### src/rtl/reorder_buffer_pkg.sv
`default_nettype none
// +------------------------------------------------------------------+
// | Package : lc3b_types                                              |
// | Purpose : Shared LC-3b types used by the reorder buffer: opcode   |
// |           enum, register index, ROB tag and a packed ROB entry    |
// |           layout for the default 16-bit datapath.                 |
// | Ports   : none (package)                                          |
// | Rev     : 1.0  initial release                                    |
// +------------------------------------------------------------------+
package lc3b_types;

  typedef logic [15:0] lc3b_word;
  typedef logic [2:0]  lc3b_reg;
  typedef logic [2:0]  lc3b_rob_tag;

  typedef enum logic [3:0] {
    op_br   = 4'b0000,
    op_add  = 4'b0001,
    op_ldb  = 4'b0010,
    op_stb  = 4'b0011,
    op_jsr  = 4'b0100,
    op_and  = 4'b0101,
    op_ldr  = 4'b0110,
    op_str  = 4'b0111,
    op_rti  = 4'b1000,
    op_not  = 4'b1001,
    op_ldi  = 4'b1010,
    op_sti  = 4'b1011,
    op_jmp  = 4'b1100,
    op_shf  = 4'b1101,
    op_lea  = 4'b1110,
    op_trap = 4'b1111
  } lc3b_opcode;

  typedef struct packed {
    logic       valid;
    logic       ready;
    lc3b_opcode opcode;
    lc3b_reg    dest;
    lc3b_word   value;
    logic       predict;
  } lc3b_rob_entry;

endpackage
`default_nettype wire

### src/rtl/reorder_buffer_rob_ptr.sv
`default_nettype none
// +------------------------------------------------------------------+
// | Module  : rob_ptr                                                 |
// | Purpose : Wrap-around pointer (modulo 2**tag_width) used for the  |
// |           ROB head and tail.                                      |
// | Ports   : clk, reset (sync, active high)                          |
// |           inc  - advance pointer by one                           |
// |           clr  - return pointer to zero (wins over inc)           |
// |           ptr  - current pointer value                            |
// | Rev     : 1.0  initial release                                    |
// +------------------------------------------------------------------+
module rob_ptr #(
  parameter int tag_width = 3
) (
  input  logic                 clk,
  input  logic                 reset,
  input  logic                 inc,
  input  logic                 clr,
  output logic [tag_width-1:0] ptr
);

  localparam logic [tag_width-1:0] c_one = tag_width'(1);

  // Natural binary overflow gives the 7 -> 0 wrap with no bubble.
  always_ff @(posedge clk) begin
    if (reset || clr) begin
      ptr <= '0;
    end else if (inc) begin
      ptr <= ptr + c_one;
    end
  end

endmodule
`default_nettype wire

### src/rtl/reorder_buffer.sv
`default_nettype none
// +------------------------------------------------------------------+
// | Module  : reorder_buffer                                          |
// | Purpose : Circular reorder buffer. Allocates at the tail, captures|
// |           CDB results by tag, presents the oldest completed entry |
// |           to commit and discards everything on flush.             |
// | Ports   : clk, reset (sync, active high)                          |
// |           WE/opcode_in/dest_in/predict_in/alloc_ready/alloc_value |
// |             - allocation; alloc_tag, rob_full returned            |
// |           cdb_valid/cdb_tag/cdb_value - result broadcast          |
// |           rd_tag_*/rd_ready_*/rd_value_* - operand lookups        |
// |           valid_out/opcode_out/dest_out/value_out/predict_out     |
// |             - head entry; RE retires it; rob_empty                |
// |           flush - discard all entries                             |
// | Rev     : 1.0  initial release                                    |
// +------------------------------------------------------------------+
module reorder_buffer
  import lc3b_types::*;
#(
  parameter int data_width = 16,
  parameter int tag_width  = 3
) (
  input  logic                  clk,
  input  logic                  reset,
  input  logic                  WE,
  input  lc3b_opcode            opcode_in,
  input  lc3b_reg               dest_in,
  input  logic                  predict_in,
  input  logic                  alloc_ready,
  input  logic [data_width-1:0] alloc_value,
  output logic [tag_width-1:0]  alloc_tag,
  output logic                  rob_full,
  input  logic                  cdb_valid,
  input  logic [tag_width-1:0]  cdb_tag,
  input  logic [data_width-1:0] cdb_value,
  input  logic [tag_width-1:0]  rd_tag_a,
  input  logic [tag_width-1:0]  rd_tag_b,
  output logic                  rd_ready_a,
  output logic                  rd_ready_b,
  output logic [data_width-1:0] rd_value_a,
  output logic [data_width-1:0] rd_value_b,
  output logic                  valid_out,
  output lc3b_opcode            opcode_out,
  output lc3b_reg               dest_out,
  output logic [data_width-1:0] value_out,
  output logic                  predict_out,
  output logic                  rob_empty,
  input  logic                  RE,
  input  logic                  flush
);

  localparam int                 depth     = 2**tag_width;
  localparam logic [tag_width:0] c_depth   = (tag_width+1)'(depth);
  localparam logic [tag_width:0] c_cnt_one = (tag_width+1)'(1);

  // Entry fields kept as parallel arrays so data_width stays generic.
  logic                  valid_q   [depth];
  logic                  ready_q   [depth];
  lc3b_opcode            opcode_q  [depth];
  lc3b_reg               dest_q    [depth];
  logic [data_width-1:0] value_q   [depth];
  logic                  predict_q [depth];

  logic [tag_width-1:0] head;
  logic [tag_width-1:0] tail;
  logic [tag_width:0]   count;
  logic                 alloc;
  logic                 pop;

  assign rob_full  = (count == c_depth);
  assign rob_empty = (count == '0);
  assign alloc_tag = tail;

  assign valid_out   = valid_q[head] && ready_q[head];
  assign opcode_out  = opcode_q[head];
  assign dest_out    = dest_q[head];
  assign value_out   = value_q[head];
  assign predict_out = predict_q[head];

  // rob_full comes from registered count, so a same-cycle pop cannot
  // make room for a WE.
  assign alloc = WE && !rob_full && !flush;
  assign pop   = RE && valid_out && !flush;

  rob_ptr #(.tag_width(tag_width)) u_head (
    .clk   (clk),
    .reset (reset),
    .inc   (pop),
    .clr   (flush),
    .ptr   (head)
  );

  rob_ptr #(.tag_width(tag_width)) u_tail (
    .clk   (clk),
    .reset (reset),
    .inc   (alloc),
    .clr   (flush),
    .ptr   (tail)
  );

  always_ff @(posedge clk) begin
    if (reset || flush) begin
      count <= '0;
    end else begin
      case ({alloc, pop})
        2'b10:   count <= count + c_cnt_one;
        2'b01:   count <= count - c_cnt_one;
        default: count <= count;
      endcase
    end
  end

  // CDB capture cannot collide with allocation: the tail entry is
  // always invalid whenever alloc is possible. Likewise pop and alloc
  // only share an index when full, where alloc is blocked.
  always_ff @(posedge clk) begin
    if (reset) begin
      for (int i = 0; i < depth; i++) begin
        valid_q[i]   <= 1'b0;
        ready_q[i]   <= 1'b0;
        opcode_q[i]  <= op_br;
        dest_q[i]    <= '0;
        value_q[i]   <= '0;
        predict_q[i] <= 1'b0;
      end
    end else if (flush) begin
      for (int i = 0; i < depth; i++) begin
        valid_q[i] <= 1'b0;
        ready_q[i] <= 1'b0;
      end
    end else begin
      if (cdb_valid && valid_q[cdb_tag] && !ready_q[cdb_tag]) begin
        value_q[cdb_tag] <= cdb_value;
        ready_q[cdb_tag] <= 1'b1;
      end
      if (alloc) begin
        valid_q[tail]   <= 1'b1;
        ready_q[tail]   <= alloc_ready;
        value_q[tail]   <= alloc_value;
        opcode_q[tail]  <= opcode_in;
        dest_q[tail]    <= dest_in;
        predict_q[tail] <= predict_in;
      end
      if (pop) begin
        valid_q[head] <= 1'b0;
      end
    end
  end

  // Operand lookups bypass a same-cycle CDB broadcast to the tag.
  always_comb begin
    rd_ready_a = valid_q[rd_tag_a] && ready_q[rd_tag_a];
    rd_value_a = value_q[rd_tag_a];
    if (cdb_valid && (cdb_tag == rd_tag_a)) begin
      rd_ready_a = 1'b1;
      rd_value_a = cdb_value;
    end
  end

  always_comb begin
    rd_ready_b = valid_q[rd_tag_b] && ready_q[rd_tag_b];
    rd_value_b = value_q[rd_tag_b];
    if (cdb_valid && (cdb_tag == rd_tag_b)) begin
      rd_ready_b = 1'b1;
      rd_value_b = cdb_value;
    end
  end

endmodule
`default_nettype wire

### config.mk
export PLATFORM = sky130hd
export DESIGN_NAME = reorder_buffer
export DESIGN_NICKNAME = d
export VERILOG_FILES = /design/src/rtl/reorder_buffer_pkg.sv /design/src/rtl/reorder_buffer_rob_ptr.sv /design/src/rtl/reorder_buffer.sv
export SDC_FILE = /design/constraint.sdc
export NUM_CORES = 1
export LEC_CHECK = 0
export ABC_AREA = 1
export ABC_CLOCK_PERIOD_IN_PS = 3450
export CAP_MARGIN = 5
export CORE_AREA = 2 2 194 196
export CTS_CLUSTER_DIAMETER = 150
export DETAILED_ROUTE_END_ITERATION = 8
export DIE_AREA = 0 0 196 198
export PLACE_DENSITY = 0.55
export SLEW_MARGIN = 20
export SYNTH_ARGS = -nofsm -noshare
export SYNTH_HDL_FRONTEND = slang
export SYNTH_SLANG_ARGS = --single-unit
### constraint.sdc
create_clock -name clk -period 3.45 [get_ports clk]
set_clock_uncertainty 0.1 [all_clocks]
set_input_delay 0.5175 -clock clk [delete_from_list [all_inputs] [get_ports clk]]
set_output_delay 0.5175 -clock clk [all_outputs]
set_load 0.005 [all_outputs]
# --- Yosys cells after proc, flatten, opt, wreduce, memory -nomap -nowiden ---
# Memories as Yosys holds them, arrays and structs flattened. A register that Yosys moved wholly into a read port is not among the register bits.
# Cells that the tools add are included.
op_classes:
  add_sub_neg: 4
  eq_ne: 5
  n_mux: 77
  n_bitwise: 16
  n_reduce_logical: 26
ops:
  columns: ["cell", "count"]
  rows:
  - ["$mux W3", 22]
  - ["$mux W16", 4]
  - ["$mux W1", 49]
  - ["$reduce_or A16 Y1", 2]
  - ["$or A1 B1 Y1", 16]
  - ["$logic_and A1 B1 Y1", 11]
  - ["$pmux W4 S2", 1]
  - ["$add A3 B1 Y3 const B", 2]
  - ["$eq A3 B3 Y1", 2]
  - ["$reduce_or A1 Y1", 5]
  - ["$add A4 B1 Y4 const B", 1]
  - ["$eq A4 B4 Y1 const B", 1]
  - ["$logic_not A4 Y1", 1]
  - ["$mux W4", 1]
  - ["$reduce_or A4 Y1", 1]
  - ["$sub A4 B1 Y4 const B", 1]
  - ["$logic_not A1 Y1", 3]
  - ["$reduce_or A3 Y1", 1]
  - ["$eq A2 B1 Y1 const B", 1]
  - ["$eq A2 B2 Y1 const B", 1]
  - ["$reduce_bool A2 Y1", 1]
  - ["$logic_or A1 B1 Y1", 1]
totals:
  register_bits: 10
  ram_bits: 208
  out_inout_bits: 64
  n_memories: 6
memory_table:
  columns: ["name", "words", "width", "rd", "rd_clocked_by_memory_dff", "write_ports", "line_no", "source"]
  rows:
  - ["value_q", 8, 16, 3, 1, 8, "reorder_buffer.sv:61", "logic [data_width-1:0] value_q [depth];"]
  - ["opcode_q", 8, 4, 1, 1, 8, "reorder_buffer.sv:59", "lc3b_opcode opcode_q [depth];"]
  - ["dest_q", 8, 3, 1, 1, 8, "reorder_buffer.sv:60", "lc3b_reg dest_q [depth];"]
  - ["predict_q", 8, 1, 1, 1, 8, "reorder_buffer.sv:62", "logic predict_q [depth];"]
  - ["ready_q", 8, 1, 4, 1, 8, "reorder_buffer.sv:58", "logic ready_q [depth];"]
  - ["valid_q", 8, 1, 4, 1, 8, "reorder_buffer.sv:57", "logic valid_q [depth];"]

# --- Longest topological paths before layout ---
depth:
  word_depth: 10
  ltp_mapped: 17
  ltp_nobuf: 15

# --- Modules after synthesis ---
# A second synthesis with hierarchy kept.
hier_totals:
  cells_unflattened: 1777
  hier_area_um2: 13748.2
modules_own_cells:
  columns: ["module", "n_inst", "cells_each", "area_per_inst_um2"]
  rows:
  - ["reorder_buffer", 1, 1741, 13487.9]
  - ["rob_ptr", 2, 18, 130.1]

# --- Worst setup path after synthesis ---
# Ideal clock, no wire load.
synth_timing:
  path_kind: "input port to flip-flop"
  startpoint: "input cdb_tag[2]"
  endpoint: "memory value_q[7][0], enable pin"
  setup_time_ns: 0.416
  t_arrival_ns: 1.971
  t_required_ns: 2.934
  setup_slack_ns: 0.962
  stages: 9
  n_path_buf: 2
  path_cell_list: "buf_6 inv_4 nor3_1 nand2_1 nand2_2 nor2_8 nand3_4 buf_6 nand3_1"
synth_rtl:
  columns: ["element", "line_no", "source"]
  rows:
  - ["start: declaration", "reorder_buffer.sv:34", "input logic [tag_width-1:0] cdb_tag,"]
  - ["end: declaration", "reorder_buffer.sv:61", null]

==> qor.log <==
qor: setup_path.critPathMaxFanout 39
qor: global_routing.grt_first_pass_wirelength 84.98 mm
qor: sta.relative_slew_slack 55.09%
qor: placement.numPortBuffers 119
qor: clock_network.postCtsSetupBuffers 0
qor: worst_hold_path.worstHoldPathCells 2
qor: die.floorplan.rows 71
qor: drt.detail_route.vias_per_cell 5.875
qor: power_and_ir_drop.clockPowerShare 39.0%
qor: flow_run.number_of_max_cap_violations 0
qor: power_and_ir_drop.share_seq_of_total_power 45.9%
qor: clock_network.cts_inserted_buffers 26
qor: sta.clock.fmax 296.9 MHz
qor: drt.routed_wire_length_per_instance 23.39 um
qor: clock_network.insertion_delay 0.56 ns
qor: layout.fin_nets 2,029
qor: global_routing.grt_max_degree 103
qor: setup_path.capturing_element_type_of_the_critical_path primary output
qor: synth.post_synth_main_area_contributors edfxtp_1 40%, nand2_1 11%, o21ai_0 10%
qor: power_and_ir_drop.switching_share 27.17%
qor: die.die_height 198 um
qor: drt.drt-pass1-iter-count 6
qor: drt.post-route-drc-count 0
qor: synth.post_synthesis_instance_area 14,520 um2
qor: sta.final.setup.tns 0 ns
qor: placement.routabilityCongestion 0.9003
qor: die.ios 120
qor: power_and_ir_drop.p_total 0.006633 W
qor: placement.placed_cells_incl_taps 2,413
qor: clock_network.cts.reportedPaths.clkPinSlew 0.06 ns
qor: setup_path.rr_worst_depth 14
qor: synth.ys_warn_count 0
qor: synth.average_instance_area_after_synthesis 7.702 um2
qor: setup_path.critical_path_required 2.83 ns
qor: status.run_status finished, final reports clean
qor: setup_path.worstSetupStartpointType flop
qor: synth.synth.net_count 1,947
qor: layout.post_layout_nonfiller_instances 2,460
qor: drt.routed_wl 57.53 mm
qor: sta.final.min_clock_period 3.368 ns
qor: drt.drt.antenna.violating_nets 0
qor: layout.fraction_of_final_layout_cells_sized_beyond_drive_strength_1 12.89%
qor: drt.routed_via_count 14,450
qor: clock_network.cts.path.max_buffers 3
qor: sta.setup_violations 0
qor: clock_network.htree_levels 1
qor: layout.flow.area_growth_from_synthesis 18.66%
qor: die.die-width 196 um
qor: synth.synthesis.instances 1,885
qor: drt.drtIter0Drc 1,770
qor: setup_path.crit_family buffers and inverters
qor: synth.netlist.area_leader.share 39.71%
qor: power_and_ir_drop.internal_power 0.004831 W
qor: global_routing.antenna_found_initial 0
qor: sta.timing_max_transition_violations_final 0
qor: synth.seq_area_frac_synth 43.71%
qor: power_and_ir_drop.cellPowerDensity 385.0 nW/um2
qor: clock_network.cts.hold.buffers_added 0
qor: die.fp.coreArea 36,960 um2
qor: setup_path.path_cells inv_2, buf_12, nor2_1, o21ai_0, a21oi_1, a31oi_1, clkdlybuf4s50_1
qor: global_routing.grt_pass1_vias 13,310
qor: setup_path.cpMaxStageDelayCell clkdlybuf4s50_1
qor: sta.grt_setup_unrepaired no
qor: synth.post-synth-top-area-cell edfxtp_1
qor: synth.unique_masters_post_synth 42
qor: synth.synth-seq-cells 221
qor: setup_path.worst_endpoint_data_arrival_time 2.75 ns
qor: power_and_ir_drop.vdd_drop_max 0.3110 mV
qor: setup_path.worst-path-stages 7
qor: power_and_ir_drop.power.net_switching 0.001802 W
qor: setup_path.criticalPathCategory flop to primary output
qor: power_and_ir_drop.power.static_leakage 6.745 nW
qor: layout.layout.cells.most_common nand2_1
qor: placement.pre_cts_slack 0.03740 ns
qor: layout.mostFrequentLayoutCells 423 x nand2_1, 295 x o21ai_0, 192 x edfxtp_1
qor: layout.fin_util 46.62%
qor: placement.dp_hpwl 41.44 mm
qor: sta.fin_ws 0.08160 ns
qor: worst_hold_path.hold_class flop to flop
qor: sta.timing.final.crit_share 97.63%
qor: clock_network.cts_sinks 221
qor: clock_network.root_cell_of_the_clock_tree clkbuf_16
qor: die.dieArea 38,810 um2
qor: global_routing.grt_overflow_total 0
qor: clock_network.cts_tree yes
qor: setup_path.worst_path_largest_cell_delay 0.59 ns
qor: die.initial_utilization 39.29%
qor: setup_path.cp_num_buf_inv 3
qor: power_and_ir_drop.combinationalPowerShare 15.1%
qor: sta.final_hold_viol_count 0
qor: global_routing.grt_usage 29.31%
qor: sta.tightestPinTransition 0.6729 ns
qor: layout.inserted_diodes 0
[kinds of logic (layout without fill, tap and decap cells)]
| kind of cell | Yosys count | in the layout | share of synthesized area (%) |
|---|---|---|---|
| adders and majority gates | 6 | 6 | 0.5688 |
| AOI/OAI and AO/OA | 610 | 610 | 24.74 |
| xor gates and xnor gates | 3 | 3 | 0.1810 |
| buffers and inverters | 297 | 398 | 8.713 |
| and+or+nand+nor | 748 | 748 | 22.09 |
| DFF | 221 | 221 | 43.71 |
[worst register-to-register path, stage by stage (launching register included)]
cell and delay, ns:
dfxtp_4 0.55, inv_1 0.16, nand3_1 0.12, nand3_1 0.09
nand3_1 0.17, inv_1 0.16, ha_1 0.28, ha_1 0.34
a21oi_1 0.15, nand2_1 0.08, a21oi_1 0.12, o21ai_0 0.12
nand2_1 0.08, nand2_1 0.04, nor2_1 0.09
[metrics by stage]
step / hold slack (ns) / cell area (um2)
6_report: 0.4174 / 17230
2_1_floorplan: 0.3814 / 14520
5_1_grt: 0.4555 / 17230
3_5_place_dp: 0.4045 / 16410
4_1_cts: 0.4151 / 17200
3_3_place_gp: 0.4066 / 16410
[metal layers]
metal,GRT usage (%),vias to the layer above,share of wire [%]
met5,0,-,0
met4,11.42,0,3.9
met3,4.258,116,9.0
met2,47.08,773,46
met1,40.04,6910,41
li1,-,6654,-
[state kept, by name, summed over array words and instances, names as in the netlist, named ones only]
| signal | flops |
|---|---|
| count | 4 |
| value_q | 128 |
| predict_q | 8 |
| dest_q | 24 |
| u_tail.ptr | 3 |
| u_head.ptr | 3 |
| ready_q | 8 |
| valid_q | 8 |
| opcode_q | 32 |
[power by group through the flow]
stage / clock [W] / sequential [W] / combinational [W]
floorplan: 0 / 0.00308 / 0.000487
global placement: 0 / 0.00310 / 0.000976
detailed placement: 0 / 0.00310 / 0.000982
CTS: 0.00262 / 0.00304 / 0.000985
global route: 0.00273 / 0.00305 / 0.00107
finish: 0.00259 / 0.00305 / 0.000998
[final cells by class]
cell class | instances | area, um2
fill | 3658 | 19730
multi-input combinational | 1367 | 6927
sequential | 221 | 6354
timing repair buffer | 223 | 2087
clock buffer | 32 | 673.1
tap | 474 | 593.1
inverter | 128 | 488.0
clock inverter | 15 | 106.4
[cell usage after synthesis (all sizes together)]
master and number:
a22oi 1, nor4 1, xor2 1, edfxtp 192
dfxtp 29, o21ai 360, o2bb2ai 1, o221ai 4
xnor2 2, o22ai 18, buf 88, inv 127
o211ai 79, clkbuf 81, nand2 428, nand4 4
nor3 8, fa 1, a31oi 16, nor3b 1
ha 5, clkinv 1, a21oi 131, nand3 127
nor2 179
[repair_timing]
item,CTS,global route
gates cloned,0,0
gates resized for setup,2,9
endpoints found under the setup margin,4,15
hold endpoints to repair,0,0
[worst paths after layout]
path | start | endpoint | slack [ns]
setup / recovery | flop | value_out[9] | 0.08
hold / removal | valid_q[7]$_SDFF_PP0_ | valid_q[7]$_SDFF_PP0_ | 0.42
setup reg to reg | flop | count[3]$_SDFFE_PP0P_ | 0.75
hold reg to reg | valid_q[7]$_SDFF_PP0_ | valid_q[7]$_SDFF_PP0_ | 0.42
No activity file was read; power rests on OpenSTA's default activity.
